[config.mk]
export PLATFORM = sky130hd
export DESIGN_NAME = rx_deserializer
export DESIGN_NICKNAME = d
export VERILOG_FILES = /design/src/rtl/rx_deser_pkg.sv /design/src/rtl/rx_parity_calc.sv /design/src/rtl/rx_deserializer.sv
export SDC_FILE = /design/constraint.sdc
export NUM_CORES = 1
export LEC_CHECK = 0
export CAP_MARGIN = 0
export CORE_ASPECT_RATIO = 0.75
export CORE_MARGIN = 3
export CORE_UTILIZATION = 35
export DETAILED_ROUTE_END_ITERATION = 8
export GPL_ROUTABILITY_DRIVEN = 1
export SLEW_MARGIN = 25
export SYNTH_ARGS = -nofsm -noshare
export SYNTH_HDL_FRONTEND = slang
export SYNTH_SLANG_ARGS = --single-unit
[constraint.sdc]
create_clock -name CLK -period 1.6 [get_ports CLK]
set_input_delay 0.32 -clock CLK [delete_from_list [all_inputs] [get_ports CLK]]
set_output_delay 0.32 -clock CLK [all_outputs]
set_load 0.02 [all_outputs]
[src/rtl/rx_deser_pkg.sv]
// Shared types and constants for the serial receive deserializer.
package rx_deser_pkg;

  typedef enum logic [1:0] {
    ST_IDLE   = 2'd0,
    ST_DATA   = 2'd1,
    ST_PARITY = 2'd2
  } rx_state_t;

  localparam logic PAR_EVEN = 1'b0;
  localparam logic PAR_ODD  = 1'b1;

  localparam int DATA_WIDTH_MIN = 5;
  localparam int DATA_WIDTH_MAX = 9;

endpackage

[src/rtl/rx_parity_calc.sv]
// Combinational parity check: err is high when the received parity bit
// disagrees with the parity expected for data under the selected type.
module rx_parity_calc
  import rx_deser_pkg::*;
#(
  parameter int DATA_WIDTH = 8
) (
  input  logic [DATA_WIDTH-1:0] data,
  input  logic                  par_typ,
  input  logic                  rx_par,
  output logic                  err
);

  logic exp_par;

  // Odd parity inverts the even-parity bit so the total count of ones is odd.
  assign exp_par = (^data) ^ (par_typ == PAR_ODD);
  assign err     = rx_par ^ exp_par;

endmodule

[src/rtl/rx_deserializer.sv]
// Collects strobed serial bits into a parallel word, with optional trailing
// parity bit; publishes each completed frame with a one-cycle valid pulse.
module rx_deserializer
  import rx_deser_pkg::*;
#(
  parameter int DATA_WIDTH = 8,
  parameter int MSB_FIRST  = 0
) (
  input  logic                  CLK,
  input  logic                  RST,
  input  logic                  clr,
  input  logic                  bit_vld,
  input  logic                  sampled_bit,
  input  logic                  par_en,
  input  logic                  par_typ,
  output logic [DATA_WIDTH-1:0] P_DATA,
  output logic                  data_valid,
  output logic                  parity_err,
  output logic                  busy
);

  localparam int               CNT_W    = $clog2(DATA_WIDTH + 1);
  localparam logic [CNT_W-1:0] LAST_IDX = CNT_W'(DATA_WIDTH - 1);

  rx_state_t              state_p0;
  logic [CNT_W-1:0]       cnt_p0;
  logic [DATA_WIDTH-1:0]  shreg_p0;
  logic                   par_en_p0;
  logic                   par_typ_p0;
  logic [DATA_WIDTH-1:0]  p_data_p1;
  logic                   vld_p1;
  logic                   perr_p1;
  logic [DATA_WIDTH-1:0]  shreg_nxt;
  logic                   perr_calc;
  int                     pos;

  // First bit of a frame starts from a clean word so stale bits never leak.
  always_comb begin
    pos       = (state_p0 == ST_IDLE) ? 0 : int'(cnt_p0);
    if (MSB_FIRST != 0) pos = DATA_WIDTH - 1 - pos;
    shreg_nxt = (state_p0 == ST_IDLE) ? '0 : shreg_p0;
    for (int i = 0; i < DATA_WIDTH; i++) begin
      if (i == pos) shreg_nxt[i] = sampled_bit;
    end
  end

  rx_parity_calc #(
    .DATA_WIDTH (DATA_WIDTH)
  ) u_parity (
    .data    (shreg_p0),
    .par_typ (par_typ_p0),
    .rx_par  (sampled_bit),
    .err     (perr_calc)
  );

  // p0: frame assembly; p1: published word, flag and completion strobe
  always_ff @(posedge CLK or negedge RST) begin
    if (!RST) begin
      state_p0   <= ST_IDLE;
      cnt_p0     <= '0;
      shreg_p0   <= '0;
      par_en_p0  <= 1'b0;
      par_typ_p0 <= 1'b0;
      p_data_p1  <= '0;
      vld_p1     <= 1'b0;
      perr_p1    <= 1'b0;
    end else begin
      vld_p1 <= 1'b0;
      if (clr) begin
        state_p0 <= ST_IDLE;
        cnt_p0   <= '0;
        shreg_p0 <= '0;
      end else if (bit_vld) begin
        case (state_p0)
          ST_IDLE: begin
            shreg_p0   <= shreg_nxt;
            cnt_p0     <= CNT_W'(1);
            par_en_p0  <= par_en;
            par_typ_p0 <= par_typ;
            state_p0   <= ST_DATA;
          end
          ST_DATA: begin
            shreg_p0 <= shreg_nxt;
            if (cnt_p0 == LAST_IDX) begin
              cnt_p0 <= '0;
              if (par_en_p0) begin
                state_p0 <= ST_PARITY;
              end else begin
                state_p0  <= ST_IDLE;
                p_data_p1 <= shreg_nxt;
                perr_p1   <= 1'b0;
                vld_p1    <= 1'b1;
              end
            end else begin
              cnt_p0 <= cnt_p0 + CNT_W'(1);
            end
          end
          ST_PARITY: begin
            state_p0  <= ST_IDLE;
            p_data_p1 <= shreg_p0;
            perr_p1   <= perr_calc;
            vld_p1    <= 1'b1;
          end
          default: begin
            state_p0 <= ST_IDLE;
            cnt_p0   <= '0;
          end
        endcase
      end
    end
  end

  assign P_DATA     = p_data_p1;
  assign data_valid = vld_p1;
  assign parity_err = perr_p1;
  assign busy       = (state_p0 != ST_IDLE);

endmodule

## Yosys cells after proc, flatten, opt, wreduce, memory -nomap -nowiden

Index checks and enable logic that the tools add are counted.

- Bits of input ports: 7
- Logic and storage cells: 72
- Output and inout bits: 11
- Register bits after elaboration: 26

- Equality and inequality tests: 14
- Bitwise operators: 3
- Reduce and logical (&&, ||, !) cells: 13
- $add $sub $neg: 1
- Multiplexer cells: 33

Operators by type and width:

| operator | count |
|---|---|
| 2-to-1 mux 8 bit | 6 |
| zero test 32 bit | 1 |
| == test 3 x 4 -> 1 bit, first input constant | 4 |
| 2-to-1 mux 4 bit | 4 |
| one-hot mux 8 bit (2 select lines) | 1 |
| 2-to-1 mux 1 bit | 14 |
| one-hot mux 4 bit (3 select lines) | 1 |
| == test 2 x 4 -> 1 bit, first input constant | 2 |
| 2-to-1 mux 2 bit | 4 |
| nonzero test 2 bit | 4 |
| XOR reduction 8 bit | 1 |
| inequality test 2 bit, second input constant | 3 |
| AND reduction 2 bit | 3 |
| AND reduction 5 bit | 1 |
| adder 4 x 1 -> 4 bit, second input constant | 1 |
| == test 1 x 4 -> 1 bit, first input constant | 1 |
| == test 4 x 3 -> 1 bit, second input constant | 1 |
| one-hot mux 1 bit (2 select lines) | 2 |
| one-hot mux 2 bit (2 select lines) | 1 |
| inequality test 3 bit, second input constant | 1 |
| AND reduction 3 bit | 1 |
| == test 2 x 1 -> 1 bit, second input constant | 1 |
| == test 2 bit, second input constant | 1 |
| zero test 2 bit | 1 |
| 3 further kinds | 4 |

## Longest topological paths before layout

- Depth after elaboration: 7
- Depth in mapped cells: 8
- Depth with buffers taken out: 6

## Hierarchy

From an unflattened synthesis, not the netlist that was laid out.

- Cells, all modules: 155
- Area, all modules: 1571.5 um^2

Modules (own cells, without submodules):

| module | sequential area each (um^2) | instances | area an instance (um^2) | cells an instance |
|---|---|---|---|---|
| rx_deserializer | 650.6 | 1 | 1480.2 | 147 |
| rx_parity_calc | 0.0 | 1 | 91.3 | 8 |

## Worst setup path after synthesis

Ideal clock, no wire load.

- Kind: reg2reg
- From: register state_p0[1]
- To: register p_data_p1[1] (netlist: P_DATA[1])
- Period minus slack after synthesis: 1.728 ns
- Cell stages (with the launch flop): 9
- Path buffers: 2
- Data required time: 1.527 ns
- Path slack: -0.128 ns
- Data arrival time: 1.655 ns
- Setup time: 0.073 ns
- Cell sequence: dfrtp_1 -> inv_1 -> ha_1 -> buf_4 -> and2_4 -> a2111oi_4 -> buf_6 -> nor2_1 -> a21oi_2

- Word-level cells in the longest chain between the ends: 7
- Elaborated cells between the ends (all ways): 14
- Classes of those cells: eq/ne (5); mux (6); reduce/logical (3)

RTL lines:

| item | line | RTL |
|---|---|---|
| start, declared | rx_deserializer.sv:25 | `rx_state_t state_p0;` |
| start signal, assigned | rx_deserializer.sv:59 | `state_p0 <= ST_IDLE;` |
| start signal, assigned | rx_deserializer.sv:70 | `state_p0 <= ST_IDLE;` |
| start signal, assigned | rx_deserializer.sv:80 | `state_p0 <= ST_DATA;` |
| zero test 2 bit | rx_deserializer.sv:39, rx_deserializer.sv:41 |  |
| 2-to-1 mux 4 bit | rx_deserializer.sv:39 | `pos = (state_p0 == ST_IDLE) ? 0 : int'(cnt_p0);` |
| == test 1 x 4 -> 1 bit | rx_deserializer.sv:43 | `if (i == pos) shreg_nxt[i] = sampled_bit;` |
| 2-to-1 mux 1 bit | rx_deserializer.sv:43 |  |
| 2-to-1 mux 8 bit | rx_deserializer.sv:86 | `if (par_en_p0) begin` |
| 2-to-1 mux 8 bit | rx_deserializer.sv:84 | `if (cnt_p0 == LAST_IDX) begin` |
| one-hot mux 8 bit (2 select lines) | rx_deserializer.sv:74 | `case (state_p0)` |
| end signal, assigned | rx_deserializer.sv:90 | `p_data_p1 <= shreg_nxt;` |
| end signal, assigned | rx_deserializer.sv:100 | `p_data_p1 <= shreg_p0;` |
| end, declared | rx_deserializer.sv:30 | `logic [DATA_WIDTH-1:0] p_data_p1;` |

Several ways; a longest one is shown, not always the timed one. The select of a mux whose other input is x is not followed.
A chain may end at the register's enable or synchronous reset.

## Final worst setup path

- From: register cnt_p0[1]
- To: register p_data_p1[5] (netlist: P_DATA[5])

- Word-level cells in the longest chain between the ends: 6
- Elaborated cells between the ends (all ways): 9
- Classes of those cells: eq/ne (3); mux (5); reduce/logical (1)

RTL lines:

| item | line | RTL |
|---|---|---|
| start, declared | rx_deserializer.sv:26 | `logic [CNT_W-1:0] cnt_p0;` |
| start signal, assigned | rx_deserializer.sv:95 | `cnt_p0 <= cnt_p0 + CNT_W'(1);` |
| 2-to-1 mux 4 bit | rx_deserializer.sv:39 |  |
| == test 3 x 4 -> 1 bit | rx_deserializer.sv:43 |  |
| 2-to-1 mux 1 bit | rx_deserializer.sv:43 |  |
| 2-to-1 mux 8 bit | rx_deserializer.sv:86 |  |
| 2-to-1 mux 8 bit | rx_deserializer.sv:84 |  |
| one-hot mux 8 bit (2 select lines) | rx_deserializer.sv:74 |  |

Several ways; a longest one is shown, not always the timed one. The select of a mux whose other input is x is not followed.

==> impl_results.md <==
* Layout cells sized above 1 at 49.5%
* Residual DRC at 0
* Seq pwr share at 37.9%
* Dpl cell area at 1950 µm²
* Post-synth cell types at 38
* Net switching fraction of the power at 32.1%
* Failing checks: setup timing
* Hold Crit Class: input pin to async pin
* Ys flop type: dfrtp_1
* CTS Buf Count at 3
* Psw at 0.752 mW
* Syn Area/Cell at 10.4 µm²
* Post-route cell area at 2340 µm²
* PD cells at 1000 nW/µm²
* Die span in y at 63.8 µm
* Slew @ Worst Pin at 330 ps
* Drt wl/cell at 15.0 µm
* GR Util met3 at 2.96%
* Gate power share at 39.0%
* Status: finished with violations
* Tot GR Track Use at 15.0%
* WHS at 408 ps
* Final total power at 2.34 mW
* CP Launch Type: flop
* Die ar. at 5290 µm²
* Post-synthesis sequential area ratio at 41.8%
* Post-Syn Nets at 160
* Worst setup EP type: flop
* Most used routing layer: met2
* Gate Count Post-Synth at 149
* Initial DRT Pass Iterations at 4
* Final min period at 1670 ps
* EDFF count, synth at 0
* CTS Buffer Depth at 2
* Crit path DAT at 1820 ps
* CTS tree: yes
* Share of the clock period used by the worst path at 104%
* Count of final setup violators at 8
* Global Route met2 Usage at 24.1%
* Max VDD drop at 482 µV
* I/O pin count at 18
* Vias per cell at 5.24
* Layout net count at 206
* Initial drt markers at 87
* Clock Power Share at 23.1%
* Post-Layout Cell Count at 249
* RSZ-0062 raised after global routing: yes
* Largest net degree at the start of global routing at 27
* First-pass GRT wire length at 6500 µm
* Final Hold Viols at 0
* Leak at 1.06 nW
* Initial cell density of the core at 37.5%
* H-tree levels at 1
* Setup TNS at -184 ps
* Slew Limit Fails at 0
* Core Rows at 20
* Worst setup margin at -68.0 ps
* Dpl ws at -204 ps
* Crit path required time at 1760 ps
* Wirelength, routed at 3740 µm
* Worst setup path class: flop to flop
* Mapped cell area at 1560 µm²
* Total gr overflow at 0
* Power Internal at 1.59 mW
* Clock latency on the worst-skew pair at 270 ps
* Fmax at 600 MHz
* Asr flop ratio synth at 100%
* Area Overhead vs Synth at 50.1%
* Core ar. at 4150 µm²
* RePlAce Congestion at 0.783
* Vias at 1,306
* Ant diodes at 0
* Clock root buffer: clkbuf_8
* Vias in the first global route at 1,355
* Final HPWL from detailed placement at 2550 µm
* Synth Warn # at 0
* # Max-Cap Violations at 0
* Clock slew at reported path FFs at 90 ps
* Final core utilization at 56.2%
* Placed cells at 237
* Final antenna-violating net count at 0
* PortBufs at 17
* M1 GR Usage at 20.3%
* Relative slew slack at 78.0%
* Setup Skew at 7.79 ps
* Antenna violations before repair at 0
* Synth Register Bits at 26
* Die span in x at 83.0 µm
* Critical path peak fanout at 9
* CTS sink count at 26
final cells by class:
type                       instances  area (µm²)
clock buffer                       3        41.3
clock inverter                     1        30.0
fill                             358        1820
inverter                           4        15.0
multi-input combinational        109        1050
sequential                        26         654
tap                               55        68.8
timing repair buffer              51         472
cells by family (layout without fill, tap and decap cells):
family / Yosys count / after routing / synth area share [%]
XOR/XNOR: 8 / 8 / 5.39
multiplexers: 13 / 13 / 9.08
AND/OR/NAND/NOR: 49 / 49 / 19.2
buffers and inverters: 14 / 59 / 4.50
adder cells (fa/ha/maj): 4 / 4 / 3.22
flip-flops: 26 / 26 / 41.8
AO/OA/AOI/OAI: 35 / 35 / 16.8
worst max-delay path, cell delays in order, from the launching register on:
cell and delay [ps]:
dfrtp_1 430, buf_6 170, and4bb_2 300, mux2_2 360, a22oi_1 220, a21oi_2 80
synth_stat cells, types with 2 or more instances:
cell type,number,area (µm²)
mux2i_1,4,40.0
a21oi_2,2,17.5
ha_1,4,50.1
nor2b_1,3,18.8
buf_2,5,25.0
nand2_1,5,18.8
o21bai_1,2,15.0
clkbuf_1,3,11.3
nor4b_2,3,45.0
xnor2_1,5,43.8
inv_1,4,15.0
nor2_1,24,90.1
and4bb_2,3,37.5
nand3_1,2,10.0
a21oi_1,9,45.0
dfrtp_1,26,651
nand2b_1,2,12.5
mux2_2,9,101
a22oi_1,14,105
xor2_1,2,17.5
final timing paths:
| kind | startpoint | to | slack, ps | cells after the start |
|---|---|---|---|---|
| worst min-delay path | RST | P_DATA[4] | 410 | 2 |
| min in group CLK | P_DATA[3] | P_DATA[3] | 530 | 2 |
| worst max-delay path | cnt_p0[1] | P_DATA[5] | -70 | 5 |
| worst min register to register | P_DATA[3] | P_DATA[3] | 530 | 2 |
| max in group asynchronous | RST | cnt_p0[2] | 920 | 2 |
| worst max register to register | cnt_p0[1] | P_DATA[5] | -70 | 5 |
power groups by stage:
stage / logic, mW / clock network, mW / registers, mW
3_5_place_dp: 0.799 / 0 / 0.875
6_report: 0.913 / 0.540 / 0.888
2_1_floorplan: 0.297 / 0 / 0.995
3_3_place_gp: 0.791 / 0 / 0.871
5_1_grt: 0.987 / 0.582 / 0.906
4_1_cts: 0.846 / 0.553 / 0.862
state kept, by name, indices dropped and copies added, names as in the netlist:
| name | cells |
|---|---|
| P_DATA | 8 |
| shreg_p0 | 8 |
| cnt_p0 | 4 |
| state_p0 | 2 |
| data_valid | 1 |
| par_en_p0 | 1 |
| par_typ_p0 | 1 |
| parity_err | 1 |
cells in the final DEF (no fill, tap or decap), drive strengths merged, types with 2 or more instances in the layout:
master,n
nand2b,2
dfrtp,26
a22oi,14
nand3,2
o21ai,2
a21oi,11
mux2i,4
nor4b,4
buf,35
nand2,5
xor2,2
and4bb,3
nor2b,3
clkdlybuf4s50,9
clkbuf,3
ha,4
o21bai,2
dlymetal6s2s,7
nor2,24
mux2,9
xnor2,5
inv,4
repair_timing:
| action | in CTS | in global routing |
|---|---|---|
| hold buffers | 0 | 0 |
| setup buffers | 5 | 1 |
| gates resized for setup | 21 | 47 |
| pin swaps | 5 | 4 |
| cloned | 2 | 0 |
| setup endpoints to repair | 20 | 28 |
| endpoints found under the hold margin | 0 | 0 |
metal layers:
metal	vias up	routed length (µm)	part of all wire, %
li1	625	-	-
met1	650	1770	47
met2	23	1790	48
met3	8	100	2.7
met4	0	76	2.0
met5	-	0	0
No activity file was read; power rests on OpenSTA's default activity.
